File: src/rtl/inst_fetch_unit.sv
// Instruction fetch stage: issues single-word reads to instruction memory and
// buffers returned words with their PC in a small FIFO for decode.
module inst_fetch_unit #(
  parameter int DEPTH = 2,
  parameter int XLEN  = 32
) (
  input  logic            clk,
  input  logic            rst_n,
  input  logic [XLEN-1:0] fetch_addr_i,
  input  logic            redirect_i,
  output logic            pc_advance_o,
  output logic            imem_req_o,
  output logic [XLEN-1:0] imem_addr_o,
  input  logic            imem_ack_i,
  input  logic [XLEN-1:0] imem_rdata_i,
  output logic            inst_valid_o,
  output logic [XLEN-1:0] inst_data_o,
  output logic [XLEN-1:0] inst_pc_o,
  input  logic            inst_ready_i,
  output logic            fetch_err_o
);

  localparam int PTR_W = (DEPTH > 1) ? $clog2(DEPTH) : 1;
  localparam int CNT_W = PTR_W + 1;

  typedef enum logic [1:0] {
    IDLE = 2'd0,
    REQ  = 2'd1,
    DROP = 2'd2,
    ERR  = 2'd3
  } state_e;

  state_e            state_q, state_d;
  logic [XLEN-1:0]   addr_q, addr_d;
  logic              err_q, err_d;
  logic [PTR_W-1:0]  wr_ptr_q, wr_ptr_d;
  logic [PTR_W-1:0]  rd_ptr_q, rd_ptr_d;
  logic [CNT_W-1:0]  count_q, count_d;
  logic [XLEN-1:0]   data_mem [DEPTH];
  logic [XLEN-1:0]   pc_mem   [DEPTH];

  logic fifo_full;
  logic fifo_empty;
  logic push;
  logic pop;

  assign fifo_full  = (count_q == CNT_W'(DEPTH));
  assign fifo_empty = (count_q == '0);

  always_comb begin
    state_d = state_q;
    addr_d  = addr_q;
    err_d   = err_q;
    push    = 1'b0;
    unique case (state_q)
      IDLE: begin
        // Misalignment is flagged before the fill level is considered so an
        // illegal PC is reported even while decode is stalled.
        if (!redirect_i) begin
          if (fetch_addr_i[1:0] != 2'b00) begin
            state_d = ERR;
            err_d   = 1'b1;
          end else if (!fifo_full) begin
            state_d = REQ;
            addr_d  = fetch_addr_i;
          end
        end
      end
      REQ: begin
        if (imem_ack_i) begin
          state_d = IDLE;
          push    = !redirect_i;
        end else if (redirect_i) begin
          state_d = DROP;
        end
      end
      DROP: begin
        if (imem_ack_i) begin
          state_d = IDLE;
        end
      end
      ERR: begin
        if (redirect_i) begin
          state_d = IDLE;
          err_d   = 1'b0;
        end
      end
      default: state_d = IDLE;
    endcase
  end

  assign pop = !fifo_empty && inst_ready_i;

  always_comb begin
    wr_ptr_d = wr_ptr_q;
    rd_ptr_d = rd_ptr_q;
    count_d  = count_q;
    if (redirect_i) begin
      wr_ptr_d = '0;
      rd_ptr_d = '0;
      count_d  = '0;
    end else begin
      if (push) begin
        wr_ptr_d = wr_ptr_q + PTR_W'(1);
      end
      if (pop) begin
        rd_ptr_d = rd_ptr_q + PTR_W'(1);
      end
      if (push && !pop) begin
        count_d = count_q + CNT_W'(1);
      end else if (pop && !push) begin
        count_d = count_q - CNT_W'(1);
      end
    end
  end

  always_ff @(posedge clk or negedge rst_n) begin
    if (!rst_n) begin
      state_q  <= IDLE;
      addr_q   <= '0;
      err_q    <= 1'b0;
      wr_ptr_q <= '0;
      rd_ptr_q <= '0;
      count_q  <= '0;
    end else begin
      state_q  <= state_d;
      addr_q   <= addr_d;
      err_q    <= err_d;
      wr_ptr_q <= wr_ptr_d;
      rd_ptr_q <= rd_ptr_d;
      count_q  <= count_d;
    end
  end

  // Storage needs no reset: the head is masked whenever the FIFO is empty.
  always_ff @(posedge clk) begin
    if (push) begin
      data_mem[wr_ptr_q] <= imem_rdata_i;
      pc_mem[wr_ptr_q]   <= addr_q;
    end
  end

  assign imem_req_o   = (state_q == REQ) || (state_q == DROP);
  assign imem_addr_o  = addr_q;
  assign pc_advance_o = push;
  assign inst_valid_o = !fifo_empty;
  assign inst_data_o  = fifo_empty ? '0 : data_mem[rd_ptr_q];
  assign inst_pc_o    = fifo_empty ? '0 : pc_mem[rd_ptr_q];
  assign fetch_err_o  = err_q;

endmodule

File: config.mk
export PLATFORM = sky130hd
export DESIGN_NAME = inst_fetch_unit
export DESIGN_NICKNAME = d
export VERILOG_FILES = /design/src/rtl/inst_fetch_unit.sv
export SDC_FILE = /design/constraint.sdc
export NUM_CORES = 1
export LEC_CHECK = 0
export BUFFER_PORTS_ARGS = -buffer_cell sky130_fd_sc_hd__buf_2
export CORE_MARGIN = 3
export CORE_UTILIZATION = 40
export DETAILED_ROUTE_END_ITERATION = 10
export SYNTH_ARGS = -nofsm -noshare
export SYNTH_HDL_FRONTEND = slang
export SYNTH_SLANG_ARGS = --single-unit
File: constraint.sdc
create_clock -name clk -period 7.8 [get_ports clk]
set_input_delay 0 -clock clk [delete_from_list [all_inputs] [get_ports clk]]
set_output_delay 0 -clock clk [all_outputs]
set_load 0.05 [all_outputs]
# Yosys cells after proc, flatten, opt, wreduce, memory -nomap -nowiden

Memory sizes are Yosys's and may differ from the RTL's.
Index checks and enable logic that the tools add are counted.

Equality and inequality tests: 10
Add/sub/neg operators: 4
Multiplexer cells: 25
Reductions and logical operators: 18
Bitwise logic cells: 3

Operators by type and width:

| cell                                                | count |
|---|---|
| 2-to-1 mux 32 bit                                   | 2 |
| 2-to-1 mux 2 bit                                    | 10 |
| 2-to-1 mux 1 bit                                    | 11 |
| != test 2 bit, second input constant                | 4 |
| one-hot mux 2 bit (4 select lines)                  | 1 |
| AND reduction 4 bit                                 | 2 |
| nonzero test 2 bit                                  | 4 |
| equality test 2 bit, second input constant          | 3 |
| != test 3 bit, second input constant                | 2 |
| AND reduction 5 bit                                 | 1 |
| zero test 1 bit                                     | 4 |
| zero test 2 bit                                     | 2 |
| logical AND 1 bit                                   | 3 |
| inverter 1 bit                                      | 3 |
| nonzero test 3 bit                                  | 1 |
| adder 1 bit, second input constant                  | 2 |
| adder 2 x 1 -> 2 bit, second input constant         | 1 |
| equality test 2 x 1 -> 1 bit, second input constant | 1 |
| one-hot mux 1 bit (2 select lines)                  | 1 |
| subtractor 2 x 1 -> 2 bit, second input constant    | 1 |
| logical OR 1 bit                                    | 1 |

Bits in registers: 39
Memory bits (writable): 128
Output and inout bits: 100
Memories: 2

Memory list:

| memory   | words | width | rd ports | clocked after Yosys merged registers in | write ports | line | RTL |
|---|---|---|---|---|---|---|---|
| data_mem | 2     | 32    | 1        | 0                                       | 1           | 39   | `logic [XLEN-1:0] data_mem [DEPTH];` |
| pc_mem   | 2     | 32    | 1        | 0                                       | 1           | 40   | `logic [XLEN-1:0] pc_mem [DEPTH];` |

# Longest topological paths before layout

Word-level depth: 8
Depth in mapped cells: 6

# Least setup slack after synthesis

No wires, ideal clock.

Kind: register to register
Start point: register state_q[1]
End point: memory data_mem[0][0], enable pin
Setup time: 0.565 ns
Path buffers: 0
Stages on the path, launching flop included: 5
Period minus slack after synthesis: 5.707 ns
Slack: 2.093 ns
Data required time: 7.235 ns
Data arrival time: 5.142 ns
Cells stage by stage: dfrtp_1 inv_1 ha_1 nand2_1 nor3_1

Word-level cells in the longest chain between the ends: 4

Ends and longest elaborated chain:

| what                                   | line | RTL |
|---|---|---|
| start, declared                        | 33   | `state_e state_q, state_d;` |
| start signal, assigned                 | 126  | `state_q <= state_d;` |
| equality test 2 x 1 -> 1 bit           | 55   | `unique case (state_q)` |
| 2-to-1 mux 1 bit                       | 55   |  |
| 2-to-1 mux 1 bit                       | 137  | `if (push) begin` |
| 2-to-1 mux 1 bit (not written as such) | 138  | `data_mem[wr_ptr_q] <= imem_rdata_i;` |
| end, declared                          | 39   |  |

No other way between the ends.

# Worst setup path after layout

Start point: register count_q[0]
End point: output port inst_pc_o[3]

Word-level cells in the longest chain between the ends: 2

Ends and longest elaborated chain:

| what                   | line | RTL |
|---|---|---|
| start, declared        | 38   | `logic [CNT_W-1:0] count_q, count_d;` |
| start signal, assigned | 131  | `count_q <= count_d;` |
| zero test 2 bit        | 48   | `assign fifo_empty = (count_q == '0);` |
| 2-to-1 mux 32 bit      | 148  | `assign inst_pc_o = fifo_empty ? '0 : pc_mem[rd_ptr_q];` |
| end, declared          | 18   | `output logic [XLEN-1:0] inst_pc_o,` |

No other way between the ends.

==> metrics.cfg <==
[routing]
ant_nets = 0
drtIter0Drc = 164
dr_wl_met3_um = 764
drc = 0
routed_via_density = 4.682
wire_per_inst_um = 15.92
wl_met1_um = 6045
dr.max_layer_used = met4
num_vias = 4022
routed_wl_um = 13680
first_pass_iters = 4
wl_met2_um = 6685

[critical_path]
cp-end-kind = output port
critPathMaxStageDelay_ps = 580
cp.arrival_ps = 2360
worstSetupPathType = reg -> out
critical_path_peak_fanout = 38
required_ps = 7800
cp_cell_sequence = nor2_4, buf_4, nor2_1, buf_2
crit_path_start_kind = flip-flop
critPathSlowestCell = nor2_4

[cells_and_area]
syn2layout_area_growth_pct = 34.79
drive_above_1_share = 0.3670
antennaDiodeCount = 0
fin_nets = 704
fin_area_sq_um = 8856

[clock_network]
cts_tree = built
cts_buffers = 17
clock_path_buffers = 2
cts_resized = 0
clkTransAtPathRegs_ps = 70
insertion_delay_ps = 420
root_buffer = clkbuf_16
cts-htree-levels = 4
postCtsSetupBuffers = 0
clock_sinks = 167

[placement]
hpwl_um = 8413
place_area_sq_um = 7621
portBuffers = 168
gp_congestion = 0.8054

[sta]
maxSlewViolCount = 0
finalSetupTns_ps = 0
fin_skew_ps = 9.136
rsz0062_at_grt = no
relSlewSlack = 0.2148
worst_pin_slew_ps = 1178
setup_viol = 0
layout_min_cycle_time_ps = 2359
fin_crit_sh = 0.3024
hold_slack_ps = 113.5
fmax_mhz = 424.0
hold_viol = 0

[logic_synthesis]
syn_nets = 465
yosysWarnings = 0
syn-mean-instance-area_sq_um = 16.80
synthCells = 391
netlist_area_sq_um = 6570
seq_area_frac_synth = 0.7336
ys_ff_latch = 167
ys_types = 23

[floorplan]
core_area_sq_um = 16000
start_util = 0.4106
die_width_um = 134.2
die_y_um = 134.2
rows = 46
die_area_sq_um = 18000
io_pins = 169

[global_route]
antenna_found_initial = 0
grt_pass1_vias = 4171
grt_max_degree = 66
grt_pass1_wl_um = 21590
grt_usage = 0.1545
overflow = 0

[power]
p_leak_nw = 3.628
cellPowerDensity_nw_per_um2 = 338.9
vdd_ir_drop_max_mv = 0.2074

[hold_path]
min_path_type = in -> reg

[outcome]
status = finished clean

[run]
cap_violations = 0

[report_power, final]
part | leakage [nW] | switching [mW] | internal [mW]
clock network | 0.274 | 0.318 | 0.471
registers | 1.64 | 0.122 | 1.14
logic | 1.71 | 0.649 | 0.296
[layout by cell type (no fill, tap or decap), types with 4 or more instances in the layout]
cell type and n:
o21ai_0 5, clkbuf_16 17, edfxtp_1 128, buf_2 168
nor2_1 71, ha_1 5, dfrtp_1 38, clkbuf_8 4
mux2_4 28, mux2_2 4, nand2_1 5, dlygate4sd3_1 67
mux2i_1 66, inv_1 5
[layout make-up]
| type | count | area, sq um |
|---|---|---|
| clock buffer | 24 | 491.7 |
| clock inverter | 8 | 72.57 |
| fill | 1354 | 7144 |
| inverter | 5 | 18.77 |
| multi-input combinational | 201 | 1645 |
| sequential | 167 | 4823 |
| tap | 216 | 270.3 |
| timing repair buffer | 238 | 1534 |
[critical path, delay by kind of cell, from the launching register on]
kind	cells	cell delay, ps
flops	1	470
buf+inv	2	730
simple gates	2	710
[stage by stage]
step	cells	util	total power [mW]	setup slack (ps)
final	859	0.5535	3.001	5441
after global routing	859	0.5535	3.132	5255
after CTS	859	0.5535	3.035	5338
after detailed placement	760	0.4763	2.211	5573
after global placement	760	0.4763	2.190	5654
after floorplan	391	-	1.979	2093
[state kept, by name (all words and copies together) (netlist names)]
name,cells
fetch_err_o,1
wr_ptr_q,1
rd_ptr_q,1
data_mem,64
count_q,2
pc_mem,64
state_q,2
imem_addr_o,32
[path summary, 6_finish.rpt]
| path | cells after the start | startpoint | slack, ps | endpoint |
|---|---|---|---|---|
| setup / recovery | 4 | count_q[0]$_DFFE_PN0P_ | 5440 | inst_pc_o[3] |
| hold / removal | 4 | imem_ack_i | 110 | wr_ptr_q$_DFFE_PN0P_ |
| setup reg to reg | 5 | state_q[1]$_DFFE_PN0P_ | 5580 | pc_mem[1][19]$_DFFE_PP_ |
| hold reg to reg | 0 | imem_addr_o[9]$_DFFE_PN0P_ | 490 | pc_mem[1][9]$_DFFE_PP_ |
| max in group asynchronous | 2 | rst_n | 6780 | rd_ptr_q$_DFFE_PN0P_ |
| min in group asynchronous | 2 | rst_n | 290 | imem_addr_o[16]$_DFFE_PN0P_ |
[timing repair]
item | CTS | global route
setup endpoints to repair | 0 | 0
endpoints found under the hold margin | 139 | 0
hold buffers | 67 | 0
[routing by layer]
metal  vias to the layer above  track usage
met4                         0      0.05430
met2                       125       0.2528
met3                        16      0.04014
li1                       1898            -
met5                         -            0
met1                      1983       0.2011
[synth_stat cells, drive strengths merged]
cell type  count  share of area
a21oi          1        0.00076
and2           4         0.0038
buf           17          0.015
clkbuf         1        0.00076
dfrtp         39           0.15
edfxtp       128           0.59
ha             5         0.0095
inv            5         0.0029
mux2          32          0.071
mux2i         66           0.10
nand2          5         0.0029
nand2b         2         0.0019
nand4b         1         0.0036
nor2          72          0.041
nor3           2         0.0015
nor3b          1         0.0011
nor4b          1         0.0013
o21ai          5         0.0038
o221ai         1         0.0013
xor2           3         0.0040
[logic make-up after synthesis]
family                   after synthesis  share of synthesized area
AO/OA/AOI/OAI                          7                   0.005903
flip-flops                           167                     0.7336
adder cells (fa/ha/maj)                5                   0.009522
XOR/XNOR                               3                   0.004000
AND/OR/NAND/NOR                       88                    0.05732
multiplexers                          98                     0.1714
buffers and inverters                 23                    0.01828
No activity file was read; power rests on OpenSTA's default activity.
